### src/rtl/forwarding_scoreboard.sv
// Operand bypass selection plus an in-flight write scoreboard that holds
// decode until long-latency results become forwardable.

// Per-source bypass select: EX/MEM beats MEM/WB, register 0 never forwarded.
module fwdSel #(
   parameter int ADDR_W = 5
) (
   input  logic [ADDR_W-1:0] src,
   input  logic [ADDR_W-1:0] exMemRd,
   input  logic              exMemRegWrite,
   input  logic [ADDR_W-1:0] memWbRd,
   input  logic              memWbRegWrite,
   output logic [1:0]        sel
);
   // Priority mux on destination match.
   always_comb begin
      sel = 2'b00;
      if (src != '0) begin
         if (exMemRegWrite && (exMemRd == src))      sel = 2'b10;
         else if (memWbRegWrite && (memWbRd == src)) sel = 2'b01;
      end
   end
endmodule

// One scoreboard slot: tracks a pending destination and its countdown.
module sbEntry #(
   parameter int ADDR_W  = 5,
   parameter int NUM_SRC = 2,
   parameter int LAT_W   = 3
) (
   input  logic                      clk,
   input  logic                      reset,
   input  logic                      flush,
   input  logic                      alloc,
   input  logic [ADDR_W-1:0]         allocRd,
   input  logic [LAT_W-1:0]          allocLat,
   input  logic [NUM_SRC*ADDR_W-1:0] idSrc,
   input  logic [NUM_SRC-1:0]        idSrcUsed,
   output logic                      valid,
   output logic                      nextValid,
   output logic                      hit
);
   logic [ADDR_W-1:0] rd;
   logic [LAT_W-1:0]  count;

   // Slot state: load on allocate, count down, retire once count reaches 0.
   always_ff @(posedge clk) begin
      if (reset) begin
         valid <= 1'b0;
         rd    <= '0;
         count <= '0;
      end else if (flush) begin
         valid <= 1'b0;
      end else if (alloc) begin
         valid <= 1'b1;
         rd    <= allocRd;
         count <= allocLat;
      end else if (valid) begin
         if (count == '0) valid <= 1'b0;
         else             count <= count - 1'b1;
      end
   end

   // Occupancy after this edge, used by the registered population count.
   always_comb begin
      nextValid = 1'b0;
      if (reset || flush) nextValid = 1'b0;
      else if (alloc)     nextValid = 1'b1;
      else                nextValid = valid && (count != '0);
   end

   // A used, nonzero decode source matching a still-counting slot blocks issue.
   always_comb begin
      hit = 1'b0;
      for (int i = 0; i < NUM_SRC; i++) begin
         if (idSrcUsed[i] && (idSrc[i*ADDR_W +: ADDR_W] != '0) && valid &&
             (rd == idSrc[i*ADDR_W +: ADDR_W]) && (count != '0))
            hit = 1'b1;
      end
   end
endmodule

module forwarding_scoreboard #(
   parameter int ADDR_W  = 5,
   parameter int NUM_SRC = 2,
   parameter int DEPTH   = 4,
   parameter int LAT_W   = 3,
   localparam int CNT_W  = $clog2(DEPTH + 1)
) (
   input  logic                      clk,
   input  logic                      reset,
   input  logic [NUM_SRC*ADDR_W-1:0] idSrc,
   input  logic [NUM_SRC-1:0]        idSrcUsed,
   input  logic [NUM_SRC*ADDR_W-1:0] idExSrc,
   input  logic [ADDR_W-1:0]         exMemRd,
   input  logic                      exMemRegWrite,
   input  logic [ADDR_W-1:0]         memWbRd,
   input  logic                      memWbRegWrite,
   input  logic                      issueValid,
   input  logic [ADDR_W-1:0]         issueRd,
   input  logic                      issueRegWrite,
   input  logic [LAT_W-1:0]          issueLatency,
   input  logic                      flush,
   output logic [2*NUM_SRC-1:0]      operandControl,
   output logic                      stall,
   output logic                      issueAccept,
   output logic [CNT_W-1:0]          pendingCount
);
   logic [DEPTH-1:0] entValid, entNext, entHit, allocOh;
   logic             hazard, full, needEntry, allocReq;
   logic [CNT_W-1:0] nextCount;

   for (genvar g = 0; g < NUM_SRC; g++) begin : gSrc
      fwdSel #(.ADDR_W(ADDR_W)) uFwd (
         .src           (idExSrc[g*ADDR_W +: ADDR_W]),
         .exMemRd       (exMemRd),
         .exMemRegWrite (exMemRegWrite),
         .memWbRd       (memWbRd),
         .memWbRegWrite (memWbRegWrite),
         .sel           (operandControl[2*g +: 2])
      );
   end

   for (genvar e = 0; e < DEPTH; e++) begin : gEnt
      sbEntry #(.ADDR_W(ADDR_W), .NUM_SRC(NUM_SRC), .LAT_W(LAT_W)) uEnt (
         .clk       (clk),
         .reset     (reset),
         .flush     (flush),
         .alloc     (allocOh[e]),
         .allocRd   (issueRd),
         .allocLat  (issueLatency),
         .idSrc     (idSrc),
         .idSrcUsed (idSrcUsed),
         .valid     (entValid[e]),
         .nextValid (entNext[e]),
         .hit       (entHit[e])
      );
   end

   // Issue control; full looks only at registered occupancy so a same-cycle
   // retire cannot be reused before it has actually left.
   always_comb begin
      hazard      = |entHit;
      full        = (pendingCount == CNT_W'(DEPTH));
      needEntry   = issueRegWrite && (issueLatency != '0) && (issueRd != '0);
      stall       = issueValid && !flush && (hazard || (full && needEntry));
      issueAccept = issueValid && !stall && !flush;
      allocReq    = issueAccept && needEntry;
   end

   // Pick the lowest-index free slot for a new long-latency write.
   always_comb begin
      logic taken;
      taken   = 1'b0;
      allocOh = '0;
      for (int i = 0; i < DEPTH; i++) begin
         if (!entValid[i] && !taken) begin
            allocOh[i] = allocReq;
            taken      = 1'b1;
         end
      end
   end

   // Population count of slots that will be occupied after this edge.
   always_comb begin
      nextCount = '0;
      for (int i = 0; i < DEPTH; i++) nextCount = nextCount + CNT_W'(entNext[i]);
   end

   // Registered occupancy.
   always_ff @(posedge clk) begin
      if (reset) pendingCount <= '0;
      else       pendingCount <= nextCount;
   end
endmodule

### config.mk
export PLATFORM = sky130hd
export DESIGN_NAME = forwarding_scoreboard
export DESIGN_NICKNAME = d
export VERILOG_FILES = /design/src/rtl/forwarding_scoreboard.sv
export SDC_FILE = /design/constraint.sdc
export NUM_CORES = 1
export LEC_CHECK = 0
export ABC_AREA = 1
export ABC_CLOCK_PERIOD_IN_PS = 2600
export CORE_AREA = 2 2 84 86
export CTS_BUF_LIST = sky130_fd_sc_hd__clkbuf_16
export DETAILED_ROUTE_END_ITERATION = 12
export DIE_AREA = 0 0 86 88
export MAX_ROUTING_LAYER = met4
export PLACE_DENSITY = 0.78
export SYNTH_ARGS = -nofsm -noshare
export SYNTH_HDL_FRONTEND = slang
export SYNTH_SLANG_ARGS = --single-unit
### constraint.sdc
create_clock -name clk -period 2.6 [get_ports clk]
set_input_delay 0.39 -clock clk [delete_from_list [all_inputs] [get_ports clk]]
set_output_delay 0.39 -clock clk [all_outputs]
set_load 0.03 [all_outputs]
Word-level counts from Yosys, hierarchy flattened
Cells that the tools add are included.

Flip-flop bits (word level): 39. Bits of input ports: 47. Output and inout port bits: 9.

$add $sub $neg: 7. Equal/unequal tests: 17. Mux-type cells: 53. Bitwise logic cells: 1. Reduce and logical (&&, ||, !) cells: 82.

Operators with widths (number): == test 5 bit (12); logical AND 1 bit (45); 2-to-1 mux 1 bit (37); 2-to-1 mux 3 bit (12); nonzero test 5 bit (5); nonzero test 3 bit (5); logical NOT 3 bit (4); AND reduction 3 bit (4); subtractor 3 x 1 -> 3 bit (second input constant) (4); 2-to-1 mux 2 bit (4); inequality test 2 x 1 -> 1 bit (second input constant) (4); AND reduction 2 bit (4); nonzero test 2 bit (4); logical NOT 1 bit (7); OR reduction 4 bit (1); adder 2 x 1 -> 3 bit (1); adder 3 x 1 -> 3 bit (1); == test 3 bit (second input constant) (1); adder 1 x 1 -> 2 bit (1); logical OR 1 bit (2); OR reduction 2 bit (1); NOT 1 bit (1).

Depth between registers and ports, before layout
Gate-level depths: netlist of run 1.

Word-level depth: 20. Depth in mapped cells: 23. Mapped depth without buffers: 23.

By module
Synthesis of run 1 repeated with hierarchy kept, for this count alone.

Cell total of the unflattened synthesis: 618. Area, all modules: 3342.0 sq um.

Modules (own cells, without submodules): sbEntry at gEnt[0].uEnt ... (instances 2, cells an instance 111, area each 639.4 sq um, seq. area each 180.2 sq um); sbEntry at gEnt[2].uEnt ... (instances 2, cells an instance 112, area each 635.6 sq um, seq. area each 180.2 sq um); fwdSel (instances 2, cells an instance 58, area each 234.0 sq um, seq. area each 0.0 sq um); forwarding_scoreboard (instances 1, cells an instance 56, area each 324.1 sq um, seq. area each 60.1 sq um).

Worst setup path before layout of run 1
No wires, ideal clock.

Kind: input to register. Start point: in idSrc[5]. End point: reg pendingCount[1]. Library setup time: 0.127 ns. Arrival time: 2.746 ns. Data required time: 2.473 ns. Path slack: -0.273 ns. Stages on the path: 21. Buffers on the path: 1. Cell sequence: buf_2 > nor2_1 > nand3_1 > nand2_1 > inv_2 > nand3_2 > nand2_2 > nor2_4 > nand4_4 > nor2_8 > nand2_4 > nand2_1 > nand2_1 > nor2_2 > inv_2 > fa_1 > inv_1 > ha_1 > ha_1 > inv_1 > nor2_1.

Word-level cells in the longest chain between the ends: 19.

Ends and longest elaborated chain: start, declared (line 92) `input logic [NUM_SRC*ADDR_W-1:0] idSrc,`; nonzero test 5 bit (line 76) `if (idSrcUsed[i] && (idSrc[i*ADDR_W +: ADDR_W] != '0) && valid &&`; logical AND 1 bit (3 in a row) (line 76); logical AND 1 bit (line 77) `(rd == idSrc[i*ADDR_W +: ADDR_W]) && (count != '0))`; 2-to-1 mux 1 bit (line 76); OR reduction 4 bit (*) (line 143) `hazard = |entHit;`; logical OR 1 bit (*) (line 146) `stall = issueValid && !flush && (hazard || (full && needEntry));`; logical AND 1 bit (*) (line 146); logical NOT 1 bit (*) (line 147) `issueAccept = issueValid && !stall && !flush;`; logical AND 1 bit (*) (2 in a row) (line 147); logical AND 1 bit (*) (line 148) `allocReq = issueAccept && needEntry;`; 2-to-1 mux 1 bit (line 157) `if (!entValid[i] && !taken) begin`; 2-to-1 mux 1 bit (line 68) `else if (alloc) nextValid = 1'b1;`; 2-to-1 mux 1 bit (line 67) `if (reset || flush) nextValid = 1'b0;`; adder 1 x 1 -> 2 bit (line 167) `for (int i = 0; i < DEPTH; i++) nextCount = nextCount + CNT_W'(entNext[i]);`; adder 2 x 1 -> 3 bit (line 167); adder 3 x 1 -> 3 bit (*) (line 167); net nextCount[1] (line 111) `logic [CNT_W-1:0] nextCount;`; end signal, assigned (line 173) `else pendingCount <= nextCount;`; end, declared (line 107) `output logic [CNT_W-1:0] pendingCount`.

The timed path passes the listed nets; every way through them passes the cells marked *. A chain may end at the register's enable or synchronous reset.

Worst setup path in the final report of run 1
Start point: in issueRd[4]. End point: reg pendingCount[1].

Word-level cells in the longest chain between the ends: 15.

Ends and longest elaborated chain: start, declared (line 100) `input logic [ADDR_W-1:0] issueRd,`; nonzero test 5 bit (*) (line 145) `needEntry = issueRegWrite && (issueLatency != '0) && (issueRd != '0);`; logical AND 1 bit (*) (line 145); logical AND 1 bit (line 146); logical OR 1 bit (line 146); logical AND 1 bit (line 146); logical NOT 1 bit (line 147); logical AND 1 bit (2 in a row) (line 147); logical AND 1 bit (*) (line 148); 2-to-1 mux 1 bit (line 157); 2-to-1 mux 1 bit (line 68); 2-to-1 mux 1 bit (line 67); adder 1 x 1 -> 2 bit (line 167); adder 2 x 1 -> 3 bit (line 167); adder 3 x 1 -> 3 bit (*) (line 167); net nextCount[1] (line 111).

Marked as above.

==> metrics.csv, run 1 <==
metric,value,unit
status,"complete, but fails checks",
violations,setup timing,
antenna_found_initial,0,
routabilityCongestion,0.9733,
whs,0.5250,ns
clockBufferDepth,2,
rr_endpoint,pendingCount[1]$_SDFF_PP0_,
placed_cell_area,0.004187,sq mm
grt_setup_unrepaired,yes,
hpwl,7042,um
ys.flop_type,dfxtp_1,
synth_async_sr_flop_share,0,
clkSinkCount,39,
wl_met3,681,um
r2r_cells,23,
crit_path_start_kind,input pin,
synth.cell_area,0.003087,sq mm
num_antenna_cells,0,
die-width,86,um
port_buffers,55,
p_total,1.645,mW
core_region_area,0.006644,sq mm
via_per_inst,5.166,
finalClockSkew,0.008415,ns
max_freq,349.9,MHz
ir_drop,0.2421,mV
leakage,2.480,nW
powerDensity,343.5,mW/mm^2
h-tree-depth,2,
wl_per_cell,14.06,um
vias,3854,
wl_met1,3901,um
avgSynthCellArea,6.076,sq um
slew_headroom,0.7162,
area_growth,55.17,%
grt_pass1_vias,3882,
wl_met2,5455,um
fill_cells,519,
num_io_pins,56,
final_cell_mix,"nand2_1 (122), buf_4 (114), nor2_1 (69)",
drc,0,
final-max-slew-violation-count,0,
cp_data_arrival_time,3.08,ns
top_layer_used,met4,
worstPathRequired,2.82,ns
period_share,1.099,
startpoint,issueRd[4],
cap_violations,0,
die_h,88,um
syn-num-nets,566,
worstReg2RegStart,gEnt[2].uEnt.count[1]$_SDFFE_PP0P_,
drt.antenna.violating_nets,0,
ys_types,35,
tns,-0.5193,ns
hold_violations,0,
path_clk_slew,0.06,ns
grt_pass1_wl,16630,um
clk_latency,0.29,ns
layout-drive-gt1-share,0.3198,
grtUsageTotal,0.2856,
wl,10490,um
cts_buffers,5,
hold_path_class,flop to flop,
grt_overflow_total,0,
grt_max_degree,33,
final_common_cell,nand2_1,
yosysSeqAreaShare,0.2529,
syn_inst,508,
rows,30,
nets,724,
cts_tree,done,
cp-end-kind,flop,
worst-r2r-setup-slack,-0.25,ns
final_area,0.004790,sq mm
drt_iter0_markers,178,
critPathCapture,pendingCount[1]$_SDFF_PP0_,
path_class,input pin to flop,
cts_root_buf,clkbuf_16,
period_needed,2.858,ns
cp_max_fo,4,
yosys.area.top_type_share,0.2529,
yosys.area.top_type,dfxtp_1,
yosys_register_bits,39,
setup_violations,3,
fp.dieArea,0.007568,sq mm
floorplan.initialDensity,0.4646,
firstDrtPassIters,5,
worstMarginPinSlew,0.4243,ns
finalWorstSetupSlack,-0.2581,ns
synth_edf_count,0,
yosys_warnings,0,
synth.area.top_cells,"dfxtp_1 (25%), nand2_1 (17%), nor2_1 (9.4%)",
-- through the flow --
| step | setup slack [ns] | std cells | utilization |
|---|---|---|---|
| 2_1_floorplan | -0.2430 | 508 | - |
| 3_3_place_gp | -0.7969 | 701 | 0.6301 |
| 3_5_place_dp | -0.8657 | 701 | 0.6301 |
| 4_1_cts | -0.2069 | 749 | 0.7130 |
| 5_1_grt | -0.3978 | 746 | 0.7209 |
| 6_report | -0.2581 | 746 | 0.7209 |
-- sequential cells by signal, summed over array words and instances, names as in the netlist --
| name | cells |
|---|---|
| pendingCount | 3 |
| gEnt.uEnt.valid | 4 |
| gEnt.uEnt.rd | 20 |
| gEnt.uEnt.count | 12 |
-- kinds of logic (layout without fill, tap and decap cells) --
family / count (synthesis) / count (layout) / synth area share
DFF: 39 / 39 / 0.2529
xor gates and xnor gates: 27 / 27 / 0.07661
AOI/OAI and AO/OA: 55 / 55 / 0.09566
and+or+nand+nor: 277 / 277 / 0.3932
adders and majority gates: 11 / 11 / 0.04702
buffers and inverters: 99 / 257 / 0.1346
-- routing by layer --
metal  track usage  vias to the layer above
met2        0.5159                      178
met1        0.3076                     1750
met5             -                        -
li1              -                     1881
met3       0.04901                       45
met4        0.1212                        0
-- how the worst min path moves through the flow --
stage	start	endpoint	slack, ns	depth (start not counted)
2_1_floorplan	gEnt[0].uEnt.count[0]$_SDFFE_PP0P_	gEnt[0].uEnt.count[0]$_SDFFE_PP0P_	0.46	2
3_3_place_gp	gEnt[0].uEnt.count[0]$_SDFFE_PP0P_	gEnt[0].uEnt.count[0]$_SDFFE_PP0P_	0.48	2
3_5_place_dp	gEnt[0].uEnt.count[0]$_SDFFE_PP0P_	gEnt[0].uEnt.count[0]$_SDFFE_PP0P_	0.50	2
4_1_cts	gEnt[1].uEnt.rd[1]$_SDFFE_PP0P_	gEnt[1].uEnt.rd[1]$_SDFFE_PP0P_	0.51	2
5_1_grt	gEnt[3].uEnt.rd[1]$_SDFFE_PP0P_	gEnt[3].uEnt.rd[1]$_SDFFE_PP0P_	0.55	2
6_report	gEnt[1].uEnt.rd[1]$_SDFFE_PP0P_	gEnt[1].uEnt.rd[1]$_SDFFE_PP0P_	0.53	2
-- synth_stat cells, types with 2 or more instances --
cell type	number
nand2_1	139
nor2_1	77
inv_1	69
dfxtp_1	39
nand3_1	34
xor2_1	24
o21ai_1	23
a21oi_1	21
inv_2	17
ha_1	10
buf_2	5
buf_6	5
o21ai_0	5
nand2_4	4
nand4_1	4
nor4_1	4
nor2_2	3
xnor2_1	3
clkbuf_1	2
nand2_2	2
nand3_2	2
nor3_1	2
o22ai_1	2
-- power by group --
part	leakage [nW]	internal, mW	switching, mW
logic	2.08	0.161	0.178
clock network	0.0811	0.444	0.249
registers	0.317	0.607	0.00634
total	2.48	1.21	0.433
-- worst max-delay path, cell delays in order --
cell           delay [ns]
dlygate4sd2_1        0.26
nor3_2               0.23
nand2_2              0.10
nand2_4              0.08
nor2_2               0.04
inv_2                0.06
nand2_2              0.06
nor2_4               0.13
nand4_4              0.14
nor2_8               0.18
nand2_4              0.08
nand2_4              0.09
nand2_4              0.06
nor2_4               0.09
inv_2                0.04
fa_1                 0.49
inv_2                0.05
ha_4                 0.16
ha_4                 0.26
inv_2                0.03
nor2_2               0.07
-- area by class of cell --
class	instances	area, sq um	area share
Timing Repair Buffer	164	1343	0.2803
Multi-Input combinational cell	370	2077	0.4336
Clock inverter	2	33.78	0.007053
Clock buffer	5	125.1	0.02612
Inverter	86	325.3	0.06792
Tap cell	80	100.1	0.02090
Sequential cell	39	785.8	0.1641
-- timing repair --
action                     in CTS  in global routing
buffers inserted               41                  4
setup endpoints to repair       4                  6
hold buffers                    0                  0
gates resized for setup        66                 28
pin swaps                      16                 13
No activity file was read; power rests on OpenSTA's default activity.
==> inputs of run 2 (changes only) <==
CAP_MARGIN = 20   (was default)
==> results of run 2 <==
Final layout, timing and power as in run 1 (identical DEF).
